<file path="config.mk">
export PLATFORM = sky130hd
export DESIGN_NAME = sram_arbiter_flat
export DESIGN_NICKNAME = d
export VERILOG_FILES = /design/src/rtl/sram_arbiter_if.sv /design/src/rtl/sram_arbiter.sv /design/src/flat_wrapper.sv
export SDC_FILE = /design/constraint.sdc
export NUM_CORES = 1
export LEC_CHECK = 0
export BUFFER_PORTS_ARGS = -buffer_cell sky130_fd_sc_hd__buf_2
export CORE_AREA = 2 2 124 126
export DETAILED_ROUTE_END_ITERATION = 10
export DIE_AREA = 0 0 126 128
export PLACE_DENSITY = 0.69
export SLEW_MARGIN = 20
export SYNTH_ARGS = -nofsm -noshare
export SYNTH_HDL_FRONTEND = slang
export SYNTH_SLANG_ARGS = --single-unit
</file>
<file path="constraint.sdc">
create_clock -name clk -period 12.1 [get_ports clk]
set_input_delay 3.63 -clock clk [delete_from_list [all_inputs] [get_ports clk]]
set_output_delay 3.63 -clock clk [all_outputs]
set_load 0.02 [all_outputs]
</file>
<file path="src/rtl/sram_arbiter_if.sv">
// -----------------------------------------------------------------------------
// sram_arbiter_if
// Bundles the pipeline-side request/ack signals and the SRAM-side bus of the
// IF/MEM SRAM arbiter.
//   slave  : arbiter view (takes requests and SRAM responses, drives acks,
//            read data, stall requests and the SRAM strobe/address/data)
//   master : requester/SRAM-model view (the mirror image)
// Signals:
//   if_req/if_addr/if_ack/if_rdata                  instruction fetch port
//   mem_req/mem_we/mem_sel/mem_addr/mem_wdata/
//   mem_ack/mem_rdata                               load/store port
//   bus_err                                         timeout flag, valid with ack
//   sram_ce/sram_we/sram_sel/sram_addr/sram_wdata/
//   sram_rdata/sram_ready                           single-port SRAM bus
//   stallreq_from_if/stallreq_from_mem              stall requests to ctrl
// -----------------------------------------------------------------------------
interface sram_arbiter_if;
   logic        if_req;
   logic [31:0] if_addr;
   logic        if_ack;
   logic [31:0] if_rdata;
   logic        mem_req;
   logic        mem_we;
   logic [3:0]  mem_sel;
   logic [31:0] mem_addr;
   logic [31:0] mem_wdata;
   logic        mem_ack;
   logic [31:0] mem_rdata;
   logic        bus_err;
   logic        sram_ce;
   logic        sram_we;
   logic [3:0]  sram_sel;
   logic [31:0] sram_addr;
   logic [31:0] sram_wdata;
   logic [31:0] sram_rdata;
   logic        sram_ready;
   logic        stallreq_from_if;
   logic        stallreq_from_mem;

   modport slave (
      input  if_req, if_addr, mem_req, mem_we, mem_sel, mem_addr, mem_wdata,
             sram_rdata, sram_ready,
      output if_ack, if_rdata, mem_ack, mem_rdata, bus_err,
             sram_ce, sram_we, sram_sel, sram_addr, sram_wdata,
             stallreq_from_if, stallreq_from_mem
   );

   modport master (
      output if_req, if_addr, mem_req, mem_we, mem_sel, mem_addr, mem_wdata,
             sram_rdata, sram_ready,
      input  if_ack, if_rdata, mem_ack, mem_rdata, bus_err,
             sram_ce, sram_we, sram_sel, sram_addr, sram_wdata,
             stallreq_from_if, stallreq_from_mem
   );
endinterface

</file>
<file path="src/rtl/sram_arbiter.sv">
// -----------------------------------------------------------------------------
// sram_arbiter
// Shares one single-port SRAM between the IF stage (word fetch) and the MEM
// stage (load/store). Each access runs IDLE -> BUSY -> DONE; DONE carries a
// one-cycle ack with read data. An access that sees no sram_ready for
// TIMEOUT-1 BUSY cycles is aborted with bus_err=1 and rdata=0.
// Ports:
//   clk  rising-edge clock
//   rst  asynchronous active-high reset
//   bus  sram_arbiter_if.slave (request ports, SRAM bus, acks, stalls)
// Parameters:
//   TIMEOUT  BUSY cycles (+1) tolerated without sram_ready, >= 2
//   TO_W     wait counter width, must hold TIMEOUT
// -----------------------------------------------------------------------------
module sram_arbiter #(
   parameter int TIMEOUT = 16,
   parameter int TO_W    = 5
) (
   input logic           clk,
   input logic           rst,
   sram_arbiter_if.slave bus
);

   typedef enum logic [1:0] {
      S_IDLE = 2'd0,
      S_BUSY = 2'd1,
      S_DONE = 2'd2
   } state_t;

   // Abort fires in the BUSY cycle where the counter would reach TIMEOUT-1.
   localparam logic [TO_W-1:0] CNT_LAST = TO_W'(TIMEOUT - 2);

   state_t          state_r, state_s;
   logic            owner_mem_r, owner_mem_s;
   logic            last_mem_r, last_mem_s;
   logic [TO_W-1:0] cnt_r, cnt_s;
   logic            ce_r, ce_s;
   logic            we_r, we_s;
   logic [3:0]      sel_r, sel_s;
   logic [31:0]     addr_r, addr_s;
   logic [31:0]     wdata_r, wdata_s;
   logic            if_ack_r, if_ack_s;
   logic            mem_ack_r, mem_ack_s;
   logic            bus_err_r, bus_err_s;
   logic [31:0]     if_rdata_r, if_rdata_s;
   logic [31:0]     mem_rdata_r, mem_rdata_s;
   logic            grant_mem_s;
   logic [31:0]     rsp_data_s;

   // MEM wins a tie unless it was served last; a lone request always wins.
   assign grant_mem_s = bus.mem_req & (~bus.if_req | ~last_mem_r);
   // A timed-out access returns zero data.
   assign rsp_data_s  = bus.sram_ready ? bus.sram_rdata : 32'h0000_0000;

   // Next-state and next-register-value logic.
   always_comb begin
      state_s     = state_r;
      owner_mem_s = owner_mem_r;
      last_mem_s  = last_mem_r;
      cnt_s       = cnt_r;
      ce_s        = ce_r;
      we_s        = we_r;
      sel_s       = sel_r;
      addr_s      = addr_r;
      wdata_s     = wdata_r;
      if_ack_s    = 1'b0;
      mem_ack_s   = 1'b0;
      bus_err_s   = bus_err_r;
      if_rdata_s  = if_rdata_r;
      mem_rdata_s = mem_rdata_r;
      case (state_r)
         S_IDLE: begin
            bus_err_s = 1'b0;
            if (bus.if_req || bus.mem_req) begin
               owner_mem_s = grant_mem_s;
               ce_s        = 1'b1;
               cnt_s       = '0;
               state_s     = S_BUSY;
               if (grant_mem_s) begin
                  we_s    = bus.mem_we;
                  sel_s   = bus.mem_sel;
                  addr_s  = bus.mem_addr;
                  wdata_s = bus.mem_wdata;
               end else begin
                  we_s    = 1'b0;
                  sel_s   = 4'b1111;
                  addr_s  = bus.if_addr;
                  wdata_s = 32'h0000_0000;
               end
            end else begin
               state_s = S_IDLE;
            end
         end
         S_BUSY: begin
            if (bus.sram_ready || (cnt_r == CNT_LAST)) begin
               ce_s      = 1'b0;
               bus_err_s = ~bus.sram_ready;
               state_s   = S_DONE;
               if (owner_mem_r) begin
                  mem_ack_s   = 1'b1;
                  mem_rdata_s = rsp_data_s;
               end else begin
                  if_ack_s   = 1'b1;
                  if_rdata_s = rsp_data_s;
               end
            end else begin
               cnt_s   = cnt_r + TO_W'(1);
               state_s = S_BUSY;
            end
         end
         S_DONE: begin
            // bus_err is visible only alongside the ack.
            last_mem_s = owner_mem_r;
            bus_err_s  = 1'b0;
            state_s    = S_IDLE;
         end
         default: begin
            ce_s    = 1'b0;
            state_s = S_IDLE;
         end
      endcase
   end

   // State and registered-output update; reset drops sram_ce immediately.
   always_ff @(posedge clk or posedge rst) begin
      if (rst) begin
         state_r     <= S_IDLE;
         owner_mem_r <= 1'b0;
         last_mem_r  <= 1'b0;
         cnt_r       <= '0;
         ce_r        <= 1'b0;
         we_r        <= 1'b0;
         sel_r       <= 4'b0000;
         addr_r      <= 32'h0000_0000;
         wdata_r     <= 32'h0000_0000;
         if_ack_r    <= 1'b0;
         mem_ack_r   <= 1'b0;
         bus_err_r   <= 1'b0;
         if_rdata_r  <= 32'h0000_0000;
         mem_rdata_r <= 32'h0000_0000;
      end else begin
         state_r     <= state_s;
         owner_mem_r <= owner_mem_s;
         last_mem_r  <= last_mem_s;
         cnt_r       <= cnt_s;
         ce_r        <= ce_s;
         we_r        <= we_s;
         sel_r       <= sel_s;
         addr_r      <= addr_s;
         wdata_r     <= wdata_s;
         if_ack_r    <= if_ack_s;
         mem_ack_r   <= mem_ack_s;
         bus_err_r   <= bus_err_s;
         if_rdata_r  <= if_rdata_s;
         mem_rdata_r <= mem_rdata_s;
      end
   end

   assign bus.sram_ce    = ce_r;
   assign bus.sram_we    = we_r;
   assign bus.sram_sel   = sel_r;
   assign bus.sram_addr  = addr_r;
   assign bus.sram_wdata = wdata_r;
   assign bus.if_ack     = if_ack_r;
   assign bus.mem_ack    = mem_ack_r;
   assign bus.bus_err    = bus_err_r;
   assign bus.if_rdata   = if_rdata_r;
   assign bus.mem_rdata  = mem_rdata_r;

   // Acks are registered, so the stall drops cleanly in the ack cycle.
   assign bus.stallreq_from_if  = bus.if_req  & ~if_ack_r;
   assign bus.stallreq_from_mem = bus.mem_req & ~mem_ack_r;

endmodule

</file>
<file path="src/flat_wrapper.sv">
// flat-port wrapper written by rule: the top's interface ports become plain ports
module sram_arbiter_flat 
#(
   parameter int TIMEOUT = 16,
   parameter int TO_W    = 5
)
  (clk, rst, bus_if_req, bus_if_addr, bus_mem_req, bus_mem_we, bus_mem_sel, bus_mem_addr, bus_mem_wdata, bus_sram_rdata, bus_sram_ready, bus_if_ack, bus_if_rdata, bus_mem_ack, bus_mem_rdata, bus_bus_err, bus_sram_ce, bus_sram_we, bus_sram_sel, bus_sram_addr, bus_sram_wdata, bus_stallreq_from_if, bus_stallreq_from_mem);
  sram_arbiter_if bus_i ();
  input logic clk;
  input logic rst;
  input wire logic [$bits(bus_i.if_req)-1:0] bus_if_req;
  input wire logic [$bits(bus_i.if_addr)-1:0] bus_if_addr;
  input wire logic [$bits(bus_i.mem_req)-1:0] bus_mem_req;
  input wire logic [$bits(bus_i.mem_we)-1:0] bus_mem_we;
  input wire logic [$bits(bus_i.mem_sel)-1:0] bus_mem_sel;
  input wire logic [$bits(bus_i.mem_addr)-1:0] bus_mem_addr;
  input wire logic [$bits(bus_i.mem_wdata)-1:0] bus_mem_wdata;
  input wire logic [$bits(bus_i.sram_rdata)-1:0] bus_sram_rdata;
  input wire logic [$bits(bus_i.sram_ready)-1:0] bus_sram_ready;
  output wire logic [$bits(bus_i.if_ack)-1:0] bus_if_ack;
  output wire logic [$bits(bus_i.if_rdata)-1:0] bus_if_rdata;
  output wire logic [$bits(bus_i.mem_ack)-1:0] bus_mem_ack;
  output wire logic [$bits(bus_i.mem_rdata)-1:0] bus_mem_rdata;
  output wire logic [$bits(bus_i.bus_err)-1:0] bus_bus_err;
  output wire logic [$bits(bus_i.sram_ce)-1:0] bus_sram_ce;
  output wire logic [$bits(bus_i.sram_we)-1:0] bus_sram_we;
  output wire logic [$bits(bus_i.sram_sel)-1:0] bus_sram_sel;
  output wire logic [$bits(bus_i.sram_addr)-1:0] bus_sram_addr;
  output wire logic [$bits(bus_i.sram_wdata)-1:0] bus_sram_wdata;
  output wire logic [$bits(bus_i.stallreq_from_if)-1:0] bus_stallreq_from_if;
  output wire logic [$bits(bus_i.stallreq_from_mem)-1:0] bus_stallreq_from_mem;
  assign bus_i.if_req = bus_if_req;
  assign bus_i.if_addr = bus_if_addr;
  assign bus_i.mem_req = bus_mem_req;
  assign bus_i.mem_we = bus_mem_we;
  assign bus_i.mem_sel = bus_mem_sel;
  assign bus_i.mem_addr = bus_mem_addr;
  assign bus_i.mem_wdata = bus_mem_wdata;
  assign bus_i.sram_rdata = bus_sram_rdata;
  assign bus_i.sram_ready = bus_sram_ready;
  assign bus_if_ack = bus_i.if_ack;
  assign bus_if_rdata = bus_i.if_rdata;
  assign bus_mem_ack = bus_i.mem_ack;
  assign bus_mem_rdata = bus_i.mem_rdata;
  assign bus_bus_err = bus_i.bus_err;
  assign bus_sram_ce = bus_i.sram_ce;
  assign bus_sram_we = bus_i.sram_we;
  assign bus_sram_sel = bus_i.sram_sel;
  assign bus_sram_addr = bus_i.sram_addr;
  assign bus_sram_wdata = bus_i.sram_wdata;
  assign bus_stallreq_from_if = bus_i.stallreq_from_if;
  assign bus_stallreq_from_mem = bus_i.stallreq_from_mem;
  sram_arbiter #(.TIMEOUT(TIMEOUT), .TO_W(TO_W)) u_core (.clk(clk), .rst(rst), .bus(bus_i));
endmodule
</file>
======== Yosys cells after proc, flatten, opt, wreduce, memory -nomap -nowiden ========
Cells that the tools add are included.
cells by class
  bitwise gates (word level) .............. 11
  multiplexer cells ....................... 22
  equal/unequal tests ..................... 6
  reduce and logical (&&, ||, !) cells .... 12
  $add $sub $neg .......................... 1
operators by type and width
  operator               number
  $mux W32               3
  $reduce_and A3 Y1      4
  $mux W1                11
  $mux W5                2
  $pmux W5 S2            1
  $not A1 Y1             7
  $add A5 B1 Y5 const B  1
  $eq A5 B4 Y1 const B   1
  $mux W4                1
  $ne A2 B1 Y1 const B   2
  $pmux W2 S2            1
  $reduce_and A2 Y1      2
  $reduce_bool A2 Y1     2
  $and A1 B1 Y1          3
  $pmux W1 S3            1
  $eq A2 B1 Y1 const B   1
  $eq A2 B2 Y1 const B   1
  $logic_not A2 Y1       1
  $logic_or A1 B1 Y1     2
  $mux W2                1
  $ne A2 B2 Y1 const B   1
  $pmux W1 S2            1
  $reduce_or A2 Y1       1
  $or A1 B1 Y1           1
word-level totals
  flip-flop bits (word level) ............. 146
  input port bits ......................... 138
  word-level logic and storage cells ...... 66
  output and inout port bits .............. 139

======== Longest topological paths before layout ========
Gate-level depths: netlist of the first run.
  depth in word-level cells ............... 4
  depth in mapped cells ................... 7
  mapped depth without buffers ............ 5

======== Worst setup path after synthesis of the first run ========
OpenSTA, ideal clock, no wires.
  kind .................................... input -> output
  start point ............................. in bus_if_req
  end point ............................... out bus_stallreq_from_if
  setup slack ............................. 4.513 ns
  required time ........................... 8.470 ns
  stages on the path ...................... 1
  data arrival time ....................... 3.957 ns
  path buffers ............................ 0
  cell sequence ........................... nor2b_1
between the ends
  cells in the longest elaborated chain, start to end .. 1
ends and longest elaborated chain
  element          RTL line             text
  start, declared  flat_wrapper.sv:11   input wire logic [$bits(bus_i.if_req)-1:0] bus_if_req;
  $and A1 B1 Y1    sram_arbiter.sv:171  assign bus.stallreq_from_if = bus.if_req & ~if_ack_r;
  end, declared    flat_wrapper.sv:30   output wire logic [$bits(bus_i.stallreq_from_if)-1:0] bus_stallreq_from_if;
No other way between the ends.

======== Final worst setup path of the first run ========
  start point ............................. in bus_mem_req
  end point ............................... out bus_stallreq_from_mem
between the ends
  cells in the longest elaborated chain, start to end .. 1
ends and longest elaborated chain
  element          RTL line             text
  start, declared  flat_wrapper.sv:13   input wire logic [$bits(bus_i.mem_req)-1:0] bus_mem_req;
  $and A1 B1 Y1    sram_arbiter.sv:172  assign bus.stallreq_from_mem = bus.mem_req & ~mem_ack_r;
  end, declared    flat_wrapper.sv:31   output wire logic [$bits(bus_i.stallreq_from_mem)-1:0] bus_stallreq_from_mem;
No other way between the ends.

==> results.md, run 1 <==
* Status: complete, no violations
* Syn-to-layout area delta at 37.63%
* I/O Buffers at 276
* Cell area after synthesis at 0.005776 mm^2
* Vias at 4474
* Pre-antenna DRT Iters at 4
* CTS Buf Count at 17
* Top_reg_cell synth: dfrtp_1
* Final slew viol count at 0
* Worst hold slack at 0.4922 ns
* Final min period at 7.729 ns
* Synth Warn # at 0
* Number of max-cap violations at 0
* CORE AREA at 0.01486 mm^2
* Nets at 808
* CP arrival at 4.10 ns
* Largest net degree at the start of global routing at 92
* Seq cells post-synth at 146
* Clock transition at path regs at 0.05 ns
* DIE AREA at 0.01613 mm^2
* Reg2reg path depth at 4
* Fin Setup TNS at 0 ns
* Req. time, crit path at 8.47 ns
* Post-placement cell count at 835
* Post-Route Skew at 0.007100 ns
* CTS tree: built
* Worst VDD drop at 0.1455 mV
* Final WL at 14.78 mm
* First-pass GRT wire length at 23.32 mm
* Post-synthesis sequential area ratio at 63.26%
* Die Y at 128 um
* Clk Tree Root Cell: clkbuf_16
* Startpoint types: input port
* Area leader, netlist: dfrtp_1
* Asr flop ratio synth at 100.0%
* Critical path fanouts, max at 4
* N_diodes at 0
* Syn avg cell area at 14.62 um^2
* Power density over the cells at 286.9 mW/mm^2
* # Post-CTS Setup Buffers at 0
* Unique masters post-synth at 33
* Detail Route Antenna Nets at 0
* Hold_buf cts at 0
* Tightest Pin Transition at 0.8189 ns
* H-tree levels at 4
* Lkg Pwr at 4.174 nW
* Die X-Extent at 126 um
* Worst hold path type: register to register
* Number of synthesized flops with an enable pin at 0
* Critical path class: input port to output pin
* Gate count after technology mapping at 395
* Clk_lat worst skew at 0.41 ns
* Slew margin rel. at 45.40%
* Quantity of gates resized following cts at 0
* Remaining DRCs at 0
* Gpl congestion at 0.7480
* Reg area at 0.003654 mm^2
* Avg WL per Cell at 17.01 um
* Initial antenna violation count at 0
* Final worst path period share at 63.88%
* Synthesized Nets at 535
* Final Power at 0.002281 W
* Area contributors post-synth: dfrtp_1 (63%), a22o_1 (15%), mux2_2 (7.0%), mux2_1 (5.7%), buf_2 (2.0%)
* FMAX at 129.4 MHz
* Row count at 45
* # fillers at 1275
* Starting Density at 38.86%
* Clk buf depth at 2
* Number of global-route vias before repair at 4598
* GR Util All Layers at 18.27%
* Yosys top cell area share at 63.26%
* Global route total overflow at 0
* Layout Cells excl Fill at 869
* Hold Crit Depth at 1
* CP endpoint kind: output pin
* RSZ-0062 raised after global routing: no
* Share of layout cells above drive strength 1 at 52.57%
* # setup viols final at 0
* Area occupied by multi-input gates at 0.001947 mm^2
* Post-layout util at 53.48%
* DR vias/cell at 5.148
* IO Count at 277
* Clock sinks at 146
* Hpwl dp at 10.25 mm
* First DRT Iteration DRCs at 246
* Final hold viol count at 0
## cell usage after synthesis (2+ instances only)
cell and count:
nor2b_1 2, a22o_1 97, ha_1 2, buf_6 2, nor2_1 6, mux2i_1 4
clkbuf_1 4, buf_4 2, o21ai_0 5, and3_1 2, inv_1 7, nor3_1 2
a32o_1 2, o22a_1 5, o211ai_2 2, mux2_2 36, dfrtp_1 146, mux2_1 29
buf_2 23, nand3_1 2, nand2_1 2, nand2b_1 2
## registers in the layout, indices dropped and copies added (netlist names), 2 cells and up
name / flops
u_core.state_r: 2
u_core.bus.sram_sel: 4
u_core.bus.sram_wdata: 32
u_core.cnt_r: 5
u_core.bus.if_rdata: 32
u_core.bus.mem_rdata: 32
u_core.bus.sram_addr: 32
## kinds of logic after synthesis
| family | Yosys count | share of synthesized area (%) |
|---|---|---|
| buffers and inverters | 38 | 3.358 |
| and+or+nand+nor | 23 | 2.167 |
| DFF | 146 | 63.26 |
| AOI/OAI and AO/OA | 117 | 17.42 |
| muxes | 69 | 13.37 |
| adders and majority gates | 2 | 0.4332 |
## final timing paths
kind / startpoint / end / slack [ns]
setup / recovery: bus_mem_req / bus_stallreq_from_mem / 4.37
hold / removal: u_core.bus.sram_wdata[3] / u_core.bus.sram_wdata[3] / 0.49
setup reg to reg: u_core.last_mem_r / u_core.bus.sram_wdata[13] / 10.14
hold reg to reg: u_core.bus.sram_wdata[3] / u_core.bus.sram_wdata[3] / 0.49
max in group asynchronous: rst / u_core.bus.mem_rdata[18] / 7.53
min in group asynchronous: rst / u_core.bus.sram_wdata[25] / 3.35
## area by class of cell
cell class | instances | area share [%]
multi-input combinational | 211 | 24.49
tap | 188 | 2.959
clock buffer | 20 | 5.619
inverter | 7 | 0.3935
timing repair buffer | 285 | 18.73
sequential | 146 | 45.96
clock inverter | 12 | 1.842
## through the flow
step	setup slack, ns	area, um^2
detailed placement	4.379	7308
CTS	4.352	7901
finish	4.371	7949
global placement	4.386	7293
global route	4.316	7949
floorplan	4.513	5776
## placed cells by master, fill, tap and decap left out, drive strengths merged, types with 3 or more instances in the layout
master,instances
mux2i,4
nor2,6
clkinvlp,3
mux2,65
dfrtp,146
a22o,97
clkbuf,20
o22a,5
nor2b,3
buf,285
inv,12
o21ai,6
## critical path, cell delays in order
cell and delay, ns:
buf_2 0.12, nor2b_1 0.15, buf_2 0.19
## routing by layer
metal | track usage [%] | up-vias | wire, um
li1 | - | 2034 | -
met1 | 21.75 | 2230 | 5887
met2 | 30.55 | 192 | 7385
met4 | 6.917 | 0 | 258
met5 | 0 | - | 0
met3 | 6.594 | 18 | 1249
## power breakdown
part	switching (W)	internal (W)	leakage (nW)	total, W
clock network	0.000206	0.000314	0.280	0.000520
logic	0.000548	0.000385	2.08	0.000933
registers	0.000123	0.000704	1.81	0.000828
total	0.000878	0.00140	4.17	0.00228
No activity file was read; power rests on OpenSTA's default activity.
==> run 2, diff against run 1 <==
- ABC_AREA: unset -> 1
- CORE_AREA: 2 2 124 126 -> 2 2 128 130
- DIE_AREA: 0 0 126 128 -> 0 0 130 132
- PLACE_DENSITY: 0.69 -> 0.71
- clock period: 12.1 -> 6.7 ns (I/O delays scaled with it)
==> run 2 against run 1 <==
  * Die area rose by 6.4%
  * Critical path type unchanged
  * Via count rose by 29%
  * Highest routed layer unchanged
  * Synthesized cell count rose by 76%
  * Sequential share of layout area fell by 2.3 points
  * Power rose by 97%
==> results.md, run 2 <==
* Gpl congestion at 0.8086
* CP arrival at 2.96 ns
* Asr flop ratio synth at 100.0%
* Area contributors post-synth: dfrtp_1 (59%), nand2_1 (17%), nand4_1 (6.6%), a31oi_1 (3.4%), nand3_1 (3.3%)
* Syn avg cell area at 8.837 um^2
* Number of max-cap violations at 0
* Post-synthesis sequential area ratio at 59.40%
* Post-Route Skew at 0.008709 ns
* Unique masters post-synth at 23
* Vias at 5761
* Clock sinks at 146
* Cell area after layout at 0.008368 mm^2
* Die X-Extent at 130 um
* # setup viols final at 0
* Row count at 46
* DR vias/cell at 4.899
* Clk_lat worst skew at 0.42 ns
* Global route total overflow at 0
* Final slew viol count at 0
* Synth Warn # at 0
* Clock transition at path regs at 0.06 ns
* FMAX at 201.3 MHz
* Critical path fanouts, max at 36
* Most frequent cells in the layout: nand2_1 (279), buf_2 (276), dfrtp_1 (146)
* CTS Buf Count at 17
* RSZ-0062 raised after global routing: no
* Tightest Pin Transition at 0.8231 ns
* Slowest CP cell: buf_2
* Worst hold path type: register to register
* Starting Density at 39.15%
* Cell area after synthesis at 0.006151 mm^2
* Avg WL per Cell at 15.26 um
* # Post-CTS Setup Buffers at 0
* Commonest non-fill, non-tap cell in the layout: nand2_1
* Area leader, netlist: dfrtp_1
* Fin Setup TNS at 0 ns
* CP Cell Sequence: buf_2 > inv_1 > nor2_1 > buf_2
* Pre-antenna DRT Iters at 4
* Number of synthesized flops with an enable pin at 0
* Clk Tree Root Cell: clkbuf_16
* Share of layout cells above drive strength 1 at 34.17%
* Layout Cells excl Fill at 1176
* Initial antenna violation count at 0
* First-pass GRT wire length at 28.70 mm
* CTS tree: built
* Most frequent CP cell: buf_2
* H-tree levels at 4
* Top_reg_cell synth: dfrtp_1
* Slew margin rel. at 45.07%
* Syn-to-layout area delta at 36.05%
* CORE AREA at 0.01571 mm^2
* Top-count cell post-synth: nand2_1
* Hpwl dp at 11.73 mm
* Final WL at 17.94 mm
* Largest net degree at the start of global routing at 110
* Lkg Pwr at 4.622 nW
* Gate count after technology mapping at 696
* Crit path largest cell delay at 0.54 ns
* Status: complete, no violations
* Seq cells post-synth at 146
* Req. time, crit path at 4.69 ns
* Number of global-route vias before repair at 5486
* Remaining DRCs at 0
* Final min period at 4.968 ns
* N_diodes at 0
* Post-placement cell count at 1143
* Final worst path period share at 74.15%
* Detail Route Antenna Nets at 0
* Worst VDD drop at 0.2579 mV
* Clk buf depth at 2
* Final hold viol count at 0
* DP Area at 0.007614 mm^2
* Startpoint types: input port
* Power density over the cells at 537.2 mW/mm^2
* Hold_buf cts at 0
* Quantity of gates resized following cts at 0
* DIE AREA at 0.01716 mm^2
* CP endpoint kind: output pin
* IO Count at 277
* Nets at 1087
* Post-route worst setup slack at 1.732 ns
* First DRT Iteration DRCs at 376
* GR Util All Layers at 21.12%
* Yosys top cell area share at 59.40%
* # fillers at 1524
* Critical path class: input port to output pin
* Die Y at 132 um
* I/O Buffers at 276
* Post-synth top cells: nand2_1 (281), dfrtp_1 (146), nand4_1 (65), nor2_1 (43), nand3_1 (41)
* Synthesized Nets at 836
* Pre-CTS WS at 1.740 ns
run 2: cell types whose count changed in the layout (fill, tap and decap cells not counted), moves of 4 or more:
cell       before  now
nand2_1         2  279
a22o_1         97    0
nand4_1         0   65
nand3_1         2   41
nor2_1          5   43
mux2_2         36    0
a31oi_1         0   33
mux2_1         29    0
bufinv_16       2    8
inv_1           6   11
inv_2           0    5
mux2i_1         4    0
o21ai_0         5    1
run 2: report_power, final:
part	switching, W	internal [W]
sequential	0.000215	0.00129
clock	0.000379	0.000788
combinational	0.00127	0.000554
run 2: cells by family (layout without fill, tap and decap cells):
logic type / Yosys count / in the layout / share of synthesized area (%)
XOR/XNOR: 1 / 1 / 0.1424
AO/OA/AOI/OAI: 41 / 41 / 4.251
buffers and inverters: 69 / 333 / 4.984
adder cells (fa/ha/maj): 2 / 2 / 0.4068
flip-flops: 146 / 146 / 59.40
AND/OR/NAND/NOR: 437 / 437 / 30.82
run 2: layout make-up:
type	count	area (um^2)	area share [%]
Clock buffer	20	446.7	5.338
Sequential cell	146	3654	43.66
Tap cell	216	270.3	3.230
Multi-Input combinational cell	481	2196	26.24
Clock inverter	12	275.3	3.289
Inverter	18	72.57	0.8672
Timing Repair Buffer	283	1454	17.37
run 2: path summary, 6_finish.rpt:
kind / from / endpoint / slack (ns) / cells past startpoint
worst min register to register: u_core.bus.if_rdata[26] / u_core.bus.if_rdata[26] / 0.46 / 2
worst min-delay path: u_core.bus.if_rdata[26] / u_core.bus.if_rdata[26] / 0.46 / 2
worst max register to register: u_core.state_r[0] / u_core.bus.if_rdata[30] / 4.33 / 6
max in group asynchronous: rst / u_core.bus.if_rdata[5] / 4.35 / 3
worst max-delay path: bus_mem_req / bus_stallreq_from_mem / 1.73 / 4
min in group asynchronous: rst / u_core.bus.mem_rdata[2] / 1.54 / 2
run 2: per-stage QoR:
stage	util (%)	total power [W]	hold slack, ns
after global routing	53.26	0.004790	0.4769
after global placement	48.46	0.003319	0.4486
after CTS	53.05	0.004539	0.4675
after floorplan	-	0.002714	0.4627
after detailed placement	48.46	0.003358	0.4526
final	53.26	0.004495	0.4644
run 2: per-layer routing:
layer	wire length (um)	GRT usage, %
met3	839	4.789
met5	0	0
met4	422	7.407
met1	8076	28.68
met2	8606	33.25
run 2: worst max-delay path, delay by kind of cell:
family	cells	cell delay, ns
and+or+nand+nor	1	0.11
buffers and inverters	3	0.83
==> run 3, diff against run 2 <==
- PLACE_DENSITY: 0.71 -> 0.68
- clock period: 6.7 -> 5 ns (I/O delays scaled with it)
==> run 3 against run 2 <==
  * Cell count rose by 0.26%
  * Largest cell class unchanged
  * Global-route usage is 0.67 points lower
  * Largest power group unchanged
  * Via count grew 0.42%
==> results.md, run 3 (synthesis gave the netlist of run 2 again) <==
* Final slew viol count at 0
* Clk buf depth at 2
* Power density over the cells at 700.4 mW/mm^2
* CP endpoint kind: output pin
* Comb pwr share at 42.1%
* Clk pwr share at 23.3%
* CP arrival at 1.91 ns
* Number of max-cap violations at 0
* Post-Route Skew at 0.007685 ns
* Hold Crit Depth at 2
* Worst VDD drop at 0.3545 mV
* WP depth at 4
* First DRT Iteration DRCs at 389
* Final worst path period share at 68.26%
* First-pass GRT wire length at 27.97 mm
* Clock sinks at 146
* Startpoint types: input port
* Gpl congestion at 0.8152
* Crit path largest cell delay at 0.16 ns
* Post-layout util at 52.76%
* Reg2reg path depth at 5
* Largest net degree at the start of global routing at 71
* Critical path fanouts, max at 2
* CORE AREA at 0.01571 mm^2
* # Post-CTS Setup Buffers at 0
* Pre-CTS WS at 1.541 ns
* Slowest CP cell: buf_2
* Req. time, crit path at 3.50 ns
* Switching power at 0.002462 W
* Global route total overflow at 0
* I/O Buffers at 276
* CTS tree: built
* Cell area after layout at 0.008290 mm^2
* Syn-to-layout area delta at 34.78%
* IO Count at 277
* Worst hold path type: register to register
* Number of global-route vias before repair at 5429
* Clk_lat worst skew at 0.41 ns
* Clock transition at path regs at 0.06 ns
* Final WL at 17.68 mm
* Status: complete, no violations
* Nets at 1091
* H-tree levels at 4
* Reg power frac at 34.7%
* RSZ-0062 raised after global routing: no
* Hpwl dp at 12.08 mm
* Layout Cells excl Fill at 1179
* Post-route worst setup slack at 1.587 ns
* Initial antenna violation count at 0
* Most frequent cells in the layout: nand2_1 (281), buf_2 (276), dfrtp_1 (146)
* CTS Buf Count at 17
* N_diodes at 0
* Vias at 5785
* GR Util All Layers at 20.45%
* DR vias/cell at 4.907
* Share of layout cells above drive strength 1 at 34.16%
* Die Y at 132 um
* Fin Setup TNS at 0 ns
* Die X-Extent at 130 um
* Pre-antenna DRT Iters at 5
* Clk Tree Root Cell: clkbuf_16
* Most frequent CP cell: buf_2
* Starting Density at 39.15%
* Slew margin rel. at 29.11%
* Remaining DRCs at 0
* Switching part of the total power at 42.41%
* Pint at 0.003344 W
* Tightest Pin Transition at 1.061 ns
* Final min period at 3.413 ns
* Quantity of gates resized following cts at 0
* Detail Route Antenna Nets at 0
* DIE AREA at 0.01716 mm^2
* Critical path class: input port to output pin
* DP Area at 0.007662 mm^2
* Row count at 46
* Post-placement cell count at 1148
* Lkg Pwr at 4.586 nW
* Number of buffers and inverters on the critical path at 3
* Delay-heaviest family, CP: buffers and inverters
* # setup viols final at 0
* Final hold viol count at 0
* Hold_buf cts at 0
* FMAX at 293.0 MHz
* Avg WL per Cell at 14.99 um
* CP Cell Sequence: buf_2 > inv_1 > nor2_1 > buf_2
* Commonest non-fill, non-tap cell in the layout: nand2_1
[run 3: cell count changes in the layout (fill, tap and decap cells not counted), sizes merged]
cell      change
buf           +4
clkinvlp      +3
clkbuf        +2
bufinv        -4
inv           -2
[run 3: worst min-delay path: cells and delay by family (launching register included)]
family,cells,cell delay (ns)
flip-flops,1,0.34
AND/OR/NAND/NOR,2,0.09
[run 3: final cells by class]
class                      instances  area [um^2]
fill                            1480         7422
timing repair buffer             287         1476
sequential                       146         3654
clock inverter                     9        153.9
clock buffer                      22        474.2
multi-input combinational        481         2191
inverter                          18        71.32
tap                              216        270.3
[run 3: worst paths after layout]
kind,start,to,slack [ns]
max,bus_mem_req,bus_stallreq_from_mem,1.59
min,u_core.bus.mem_rdata[5],u_core.bus.mem_rdata[5],0.46
max reg2reg,u_core.state_r[1],u_core.bus.mem_rdata[16],2.70
min reg2reg,u_core.bus.mem_rdata[5],u_core.bus.mem_rdata[5],0.46
max in group asynchronous,rst,u_core.bus.mem_rdata[29],3.00
min in group asynchronous,rst,u_core.bus.sram_wdata[22],1.20
[run 3: power by group through the flow]
stage	logic [W]	registers [W]	clock network [W]
detailed placement	0.00248	0.00202	0
CTS	0.00247	0.00201	0.00138
floorplan	0.000976	0.00266	0
global placement	0.00244	0.00202	0
global route	0.00268	0.00208	0.00143
finish	0.00244	0.00201	0.00135
[run 3: per-stage QoR]
stage	power [W]	hold WS [ns]
3_3_place_gp	0.004455	0.4497
5_1_grt	0.006189	0.4822
4_1_cts	0.005868	0.4677
6_report	0.005806	0.4629
2_1_floorplan	0.003637	0.4627
3_5_place_dp	0.004498	0.4532
[run 3: metal layers]
| layer | global-route usage (%) | wire, um | part of all wire, % |
|---|---|---|---|
| met5 | 0 | 0 | 0 |
| met4 | 7.706 | 415 | 2.3 |
| met3 | 4.789 | 1026 | 5.8 |
| met2 | 33.01 | 8452 | 48 |
| met1 | 26.69 | 7781 | 44 |
